--- config.mk ---
export PLATFORM = sky130hd
export DESIGN_NAME = bounded_updown_counter
export DESIGN_NICKNAME = d
export VERILOG_FILES = /design/src/rtl/bounded_updown_counter.sv
export SDC_FILE = /design/constraint.sdc
export NUM_CORES = 1
export LEC_CHECK = 0
export CELL_PAD_IN_SITES_DETAIL_PLACEMENT = 1
export CELL_PAD_IN_SITES_GLOBAL_PLACEMENT = 2
export CORE_UTILIZATION = 22
export DETAILED_ROUTE_END_ITERATION = 16
export PLACE_DENSITY = 0.87
export SYNTH_ARGS = -nofsm -noshare
export SYNTH_HDL_FRONTEND = slang
export SYNTH_SLANG_ARGS = --single-unit
--- constraint.sdc ---
create_clock -name clk -period 2.8 [get_ports clk]
set_clock_uncertainty 0.15 [all_clocks]
set_input_delay 0.56 -clock clk [delete_from_list [all_inputs] [get_ports clk]]
set_output_delay 0.56 -clock clk [all_outputs]
set_load 0.03 [all_outputs]
--- src/rtl/bounded_updown_counter.sv ---
// Bounded up/down counter over [MIN_VAL, MAX_VAL].
// Saturates or wraps at the bounds; clamped load; sticky range error.
module bounded_updown_counter #(
    parameter int WIDTH   = 3,
    parameter int MIN_VAL = 0,
    parameter int MAX_VAL = 3
) (
    input  logic             clk,
    input  logic             resetn,
    input  logic             clear,
    input  logic             load,
    input  logic [WIDTH-1:0] load_val,
    input  logic             en,
    input  logic             up,
    input  logic             wrap,
    output logic [WIDTH-1:0] out,
    output logic             at_max,
    output logic             at_min,
    output logic             tc,
    output logic             range_err
);

    // Reject bounds that are empty or do not fit in WIDTH bits.
    if (!(MIN_VAL >= 0 && MIN_VAL < MAX_VAL &&
          MAX_VAL <= (2 ** WIDTH) - 1)) begin : g_bad_bounds
        $error("bounded_updown_counter: illegal MIN_VAL/MAX_VAL");
    end

    localparam logic [WIDTH-1:0] MINV = WIDTH'(MIN_VAL);
    localparam logic [WIDTH-1:0] MAXV = WIDTH'(MAX_VAL);

    logic [WIDTH-1:0] cnt_nxt;
    logic             bound_hit;
    logic [WIDTH-1:0] ld_clamp;
    logic             ld_oor;

    // Next count value; the bound is tested before any +1/-1 so the
    // adder never overflows past the register width.
    always_comb begin
        bound_hit = up ? (out == MAXV) : (out == MINV);
        cnt_nxt   = out;
        if (bound_hit) begin
            if (wrap) begin
                cnt_nxt = up ? MINV : MAXV;
            end
        end else if (up) begin
            cnt_nxt = out + WIDTH'(1);
        end else begin
            cnt_nxt = out - WIDTH'(1);
        end
    end

    // Clamp the load value into range and flag whether it was clamped.
    always_comb begin
        ld_clamp = load_val;
        ld_oor   = 1'b0;
        if (load_val < MINV) begin
            ld_clamp = MINV;
            ld_oor   = 1'b1;
        end else if (load_val > MAXV) begin
            ld_clamp = MAXV;
            ld_oor   = 1'b1;
        end
    end

    // Count state: reset > clear > load > count > hold.
    always_ff @(posedge clk) begin
        if (resetn) begin
            out       <= MINV;
            tc        <= 1'b0;
            range_err <= 1'b0;
        end else if (clear) begin
            out       <= MINV;
            tc        <= 1'b0;
            range_err <= 1'b0;
        end else if (load) begin
            out       <= ld_clamp;
            tc        <= 1'b0;
            range_err <= range_err | ld_oor;
        end else if (en) begin
            out       <= cnt_nxt;
            tc        <= bound_hit;
        end else begin
            tc        <= 1'b0;
        end
    end

    assign at_max = (out == MAXV);
    assign at_min = (out == MINV);

endmodule
==> summary.md, run 1 <==
| Metric | Value |
|---|---|
| F_max | `between 400 and 500 MHz` |
| Synth warn | `0` |
| GPL Wtd Cong | `0.712` |
| IO Pins | `17` |
| Die height | `43.0 um` |
| Mapped Nets | `57` |
| Register area | `100 sq um` |
| Total number of vias | `389` |
| Vias in the first global route | `364` |
| Crit-path cells | `and3b_1, clkdlybuf4s50_1` |
| Outcome | `finished clean` |
| CORE AREA | `1540 sq um` |
| CTS root buf | `clkbuf_4` |
| Critical Path Source Type | `flip-flop` |
| Die width | `~43 um` |
| Hold Path End | `range_err` |
| Mapped Cells | `46` |
| Initial antenna violation count | `0` |
| RSZ-0062 raised after global routing | `false` |
| DR vias/cell | `4.86` |
| Setup TNS | `0 ns` |
| Crit-path slowest cell | `clkdlybuf4s50_1` |
| Postcts setup bufs | `0` |
| Reg2Reg Depth | `4` |
| Hold Vio Cnt, Final | `0` |
| First-pass GRT wire length | `1.61 mm` |
| Grt ovf | `0` |
| Inserted Clock Buffers | `3` |
| Placed Instance Area | `536 sq um` |
| Crit path largest cell delay | `0.66 ns` |
| Crit Path Class | `flip-flop to output port` |
| Num rows | `14` |
| Slew @ Worst Pin | `0.381 ns` |
| Hold-fix buffers, CTS | `0` |
| Worst skew pair latency | `0.24 ns` |
| DRC errors left | `0` |
| Crit. End Element | `output port` |
| Top cells by area, synth | `dfxtp_1 27%, nor3_1 9.5%, fa_1 5.4%` |
| Hold Crit Depth | `2` |
| Post-DP HPWL | `752 um` |
| WL/cell | `12.1 um` |
| Worst path required time | `between 2 and 2.5 ns` |
| Synth Flop Type | `dfxtp_1` |
| TritonCTS Sinks | `5` |
| R2R Path End | `out[1]` |
| Crit Reg-Reg Startpoint | `out[0]` |
| Pin count of the biggest net entering global routing | `12` |
| Die ar. | `1850 sq um` |
| Total GRT Usage | `12.1%` |
| Cts repair resizes | `0` |
| IO buf count | `16` |
| Post-synth EDFFs | `0` |
| FILL cells | `between 150 and 200` |
| Leading area contributor after synthesis | `dfxtp_1` |
| Post-Layout Inst Area | `562 sq um` |
| Htree depth | `1` |
| Fin Hold WS | `0.367 ns` |
| Synthesis-stage register bit count | `5` |
| HP Class | `flip-flop to flip-flop` |
| Mapped Avg Cell Area | `8.02 sq um` |
| Max Root-Sink Buffers | `2` |
| Post-Layout Cell Count | `80` |
| CTS tree | `done` |
| Peak VDD IR | `0.211 mV` |
| Clock-pin slew of the registers on the worst-case setup and hold paths | `approximately 0.040 ns` |
| Post-synth ARST share | `0%` |
| Synth top area share | `27.1%` |
| Minimum clock period | `roughly 2.4 ns` |
| Pleak | `0.205 nW` |
| Slew HR | `74.5%` |
| ANT nets after route | `0` |
| Worst Hold Launch | `range_err` |
| Number of antenna diodes | `0` |
| Area occupied by multi-input gates | `roughly 240 sq um` |
| Slew Viols, Final | `0` |
| DR iter-0 viols | `1` |
| Power Density | `413 nW/um^2` |
| Seq/Total Area, Yosys | `27.1%` |
| Final period utilization | `84.4%` |
| TritonRoute pass-1 iters | `2` |
| Fin nets | `76` |
| Setup violators final | `0` |
| Maximum Capacitance Violations | `0` |
| WP data arrival | `1.65 ns` |
| Library cells used by synthesis | `25` |
| Mapped cell area | `369 sq um` |
| Initial Utilization | `23.9%` |
| Share of cells above drive strength 1 | `12.5%` |
| FF-to-FF setup slack | `1.09 ns` |
| Tot Pwr | `0.232 mW` |
| Crit-path max FO | `11` |
| Placed insts | `76` |
| Syn-to-layout area delta | `52.2%` |
| WL final | `966 um` |
[cell usage after synthesis, drive strengths merged (2+ instances only)]
cell and count:
nand2 5, nor2 2, nor3 7, dfxtp 5
inv 2, buf 3, o22ai 2, a21oi 4
o21ai 4
[through the flow]
stage,utilization (%),setup slack [ns]
floorplan,-,0.752
global placement,34.7,0.435
detailed placement,34.7,0.404
CTS,36.4,0.413
global route,36.4,0.340
finish,36.4,0.437
[cells by family (layout without fill, tap and decap cells)]
group           count (synthesis)  count (layout)  synth area share, %
compound gates                 14              14                 26.8
xor+xnor                        1               1                 2.37
fa+ha+maj                       1               1                 5.42
buf+inv                         5              23                 7.80
flops                           5               5                 27.1
mux                             1               1                 2.71
simple gates                   19              19                 27.8
[area by class of cell]
class | instances | share of cell area, %
Timing Repair Buffer | 17 | 29.8
Inverter | 2 | 1.34
Sequential cell | 5 | 17.8
Clock buffer | 4 | 4.68
Tap cell | 16 | 3.56
Multi-Input combinational cell | 36 | 42.8
[how the worst max path moves through the flow]
| stage | from | endpoint |
|---|---|---|
| floorplan | up | out[1] |
| global placement | up | out[1] |
| detailed placement | up | out[1] |
| CTS | out[1] | at_max |
| global route | out[1] | at_max |
| finish | out[1] | at_max |
[power breakdown]
| part | switching (mW) | total (mW) | internal, mW |
|---|---|---|---|
| combinational | 0.0326 | 0.0672 | 0.0346 |
| sequential | 0.00645 | 0.0808 | 0.0744 |
| clock | 0.0301 | 0.0840 | 0.0539 |
| total | 0.0691 | 0.232 | 0.163 |
[per-layer routing]
metal	up-vias	wire length [um]	GRT usage (%)
met4	0	0	3.64
li1	200	-	-
met1	179	460	15.5
met2	10	439	16.7
met3	0	66	7.66
met5	-	0	0
[state kept, by name, indices dropped and copies added, names as in the netlist]
signal and cells:
out 3, range_err 1, tc 1
[critical path: cells and delay by family (launching register included)]
kind	cells	cell delay, ns
buffers and inverters	1	0.66
flip-flops	1	0.54
AND/OR/NAND/NOR	1	0.21
[placed cells by master (no fill, tap or decap), types with 2 or more instances in the layout]
cell | synthesis | routed
o21ai_0 | 3 | 3
inv_1 | 2 | 2
a21oi_1 | 3 | 3
nor3_1 | 7 | 7
clkdlybuf4s50_1 | 0 | 16
nor2_1 | 2 | 2
nand2_1 | 5 | 5
clkbuf_4 | 0 | 3
dfxtp_1 | 5 | 5
Power figures use the tool's default switching activity.
==> inputs of run 2 (changes only) <==
- CORE_UTILIZATION: 22 -> 18
- PLACE_DENSITY: 0.87 -> 0.78
- clock period: 2.8 -> 2.1 ns (I/O delays scaled with it)
==> run 2 against run 1 <==
Combinational power rose by 45%. Register-to-register slack got worse by 0.74 ns. Global-route usage fell by 0.78 points. Flip-flop and latch count did not move. Largest power group unchanged. Cell area rose by 6.7%. Utilization fell by 5.6 points.
==> summary.md, run 2 (synthesis results as in run 1) <==
| Metric | Value |
|---|---|
| RSZ-0062 raised after global routing | `false` |
| Slew HR | `approximately 80%` |
| Postcts setup bufs | `0` |
| Fin Hold WS | `roughly 0.37 ns` |
| Num rows | `16` |
| IO Pins | `17` |
| Max Root-Sink Buffers | `2` |
| Hold Vio Cnt, Final | `0` |
| Htree depth | `1` |
| Share of cells above drive strength 1 | `16.4%` |
| Grt met3 use | `3.46%` |
| Pleak | `0.231 nW` |
| Most used routing layer | `met2` |
| Initial Utilization | `19.0%` |
| Peak VDD IR | `0.217 mV` |
| Most frequent cells in the layout | `14 x clkdlybuf4s50_1, 7 x nor3_1, 5 x nand2_1, 5 x dfxtp_1, 4 x buf_4` |
| Hold Path End | `range_err` |
| Crit Reg-Reg Startpoint | `out[0]` |
| WL final | `about 1.0 mm` |
| Crit-path max FO | `2` |
| Regs by FF count | `out x3, range_err x1, tc x1` |
| IO buf count | `16` |
| CTS root buf | `clkbuf_4` |
| Minimum clock period | `2.01 ns` |
| DR vias/cell | `roughly 4.4` |
| Syn-to-layout area delta | `62.4%` |
| Pin count of the biggest net entering global routing | `9` |
| Reg2Reg Depth | `5` |
| ANT nets after route | `0` |
| Maximum Capacitance Violations | `0` |
| Total number of vias | `413` |
| CORE AREA | `1940 sq um` |
| Number of antenna diodes | `0` |
| DRC errors left | `0` |
| Outcome | `finished clean` |
| Initial antenna violation count | `0` |
| Setup violators final | `0` |
| Tot Pwr | `0.319 mW` |
| GR met1 Demand/Resource | `14.4%` |
| Final period utilization | `95.6%` |
| Worst skew pair latency | `around 0.25 ns` |
| Critical Path Source Type | `input port` |
| Die height | `47.3 um` |
| GR Util met2 | `15.9%` |
| Commonest non-fill, non-tap cell in the layout | `clkdlybuf4s50_1` |
| First-pass GRT wire length | `1.69 mm` |
| TritonRoute pass-1 iters | `1` |
| Slew Viols, Final | `0` |
| Cts repair resizes | `1` |
| TritonCTS Sinks | `5` |
| Inserted Clock Buffers | `3` |
| GPL Wtd Cong | `approximately 0.8` |
| WL/cell | `11.1 um` |
| Worst path required time | `2.13 ns` |
| Most flop-heavy register | `out` |
| Power Density | `532 nW/um^2` |
| Worst Hold Launch | `range_err` |
| HP Class | `flip-flop to flip-flop` |
| Die ar. | `about 2200 sq um` |
| WP data arrival | `approximately 2 ns` |
| Die width | `47.3 um` |
| Post-DP HPWL | `817 um` |
| Fin nets | `79` |
| R2R Path End | `out[1]` |
| DR iter-0 viols | `0` |
| Crit. End Element | `flip-flop` |
| CTS tree | `done` |
| Clock-pin slew of the registers on the worst-case setup and hold paths | `0.05 ns` |
| Total GRT Usage | `11.3%` |
| Vias in the first global route | `approximately 400` |
| Crit Path Class | `input port to flip-flop` |
| F_max | `498 MHz` |
| Hold Crit Depth | `2` |
| Max reg flops | `3` |
| Setup TNS | `0 ns` |
| Hold-fix buffers, CTS | `0` |
| FF-to-FF setup slack | `0.35 ns` |
| Slew @ Worst Pin | `~0.32 ns` |
| Grt ovf | `0` |
run 2: routing by layer:
metal / share of wire (%) / wire [um]
met2: 44 / 454
met1: 48 / 503
met3: 6.5 / 68
met4: 1.3 / 14
met5: 0 / 0
run 2: cell type report:
class	count	area, sq um
multi-input cells	36	240
repair buffers	20	191
well taps	27	33.8
flip-flops and latches	5	100
clock buffers	4	26.3
fillers	252	1340
inverters	2	7.51
run 2: critical path, cell delays in order:
cell             delay, ns
clkdlybuf4s50_1       0.48
inv_1                 0.06
fa_1                  0.55
nand2_1               0.06
a311o_1               0.34
mux2i_1               0.12
run 2: stage by stage:
stage	worst slack, ns	instances	instance area (sq um)	utilization (%)
2_1_floorplan	0.192	46	369	-
3_3_place_gp	-0.124	90	572	29.4
3_5_place_dp	-0.163	90	572	29.4
4_1_cts	0.0383	94	597	30.7
5_1_grt	0.00485	94	599	30.9
6_report	0.0921	94	599	30.9
run 2: power breakdown:
group	switching (mW)	total, mW	internal, mW
Combinational	0.0483	0.0972	0.0489
Clock	0.0457	0.118	0.0723
Sequential	0.00473	0.104	0.0990
run 2: worst max path at each step:
| stage | from | slack [ns] | depth (start not counted) | to |
|---|---|---|---|---|
| detailed placement | up | -0.16 | 6 | out[1] |
| CTS | out[1] | 0.04 | 2 | at_min |
| global route | up | 0.005 | 6 | out[1] |
| finish | up | 0.09 | 6 | out[1] |
| floorplan | up | 0.19 | 6 | out[1] |
| global placement | up | -0.12 | 6 | out[1] |
==> inputs of run 3 (changes only) <==
- HOLD_SLACK_MARGIN: unset -> 0.1
- SLEW_MARGIN: unset -> 20
==> results of run 3 <==
Same layout as run 2: the final DEF is identical, and so are final timing and power.
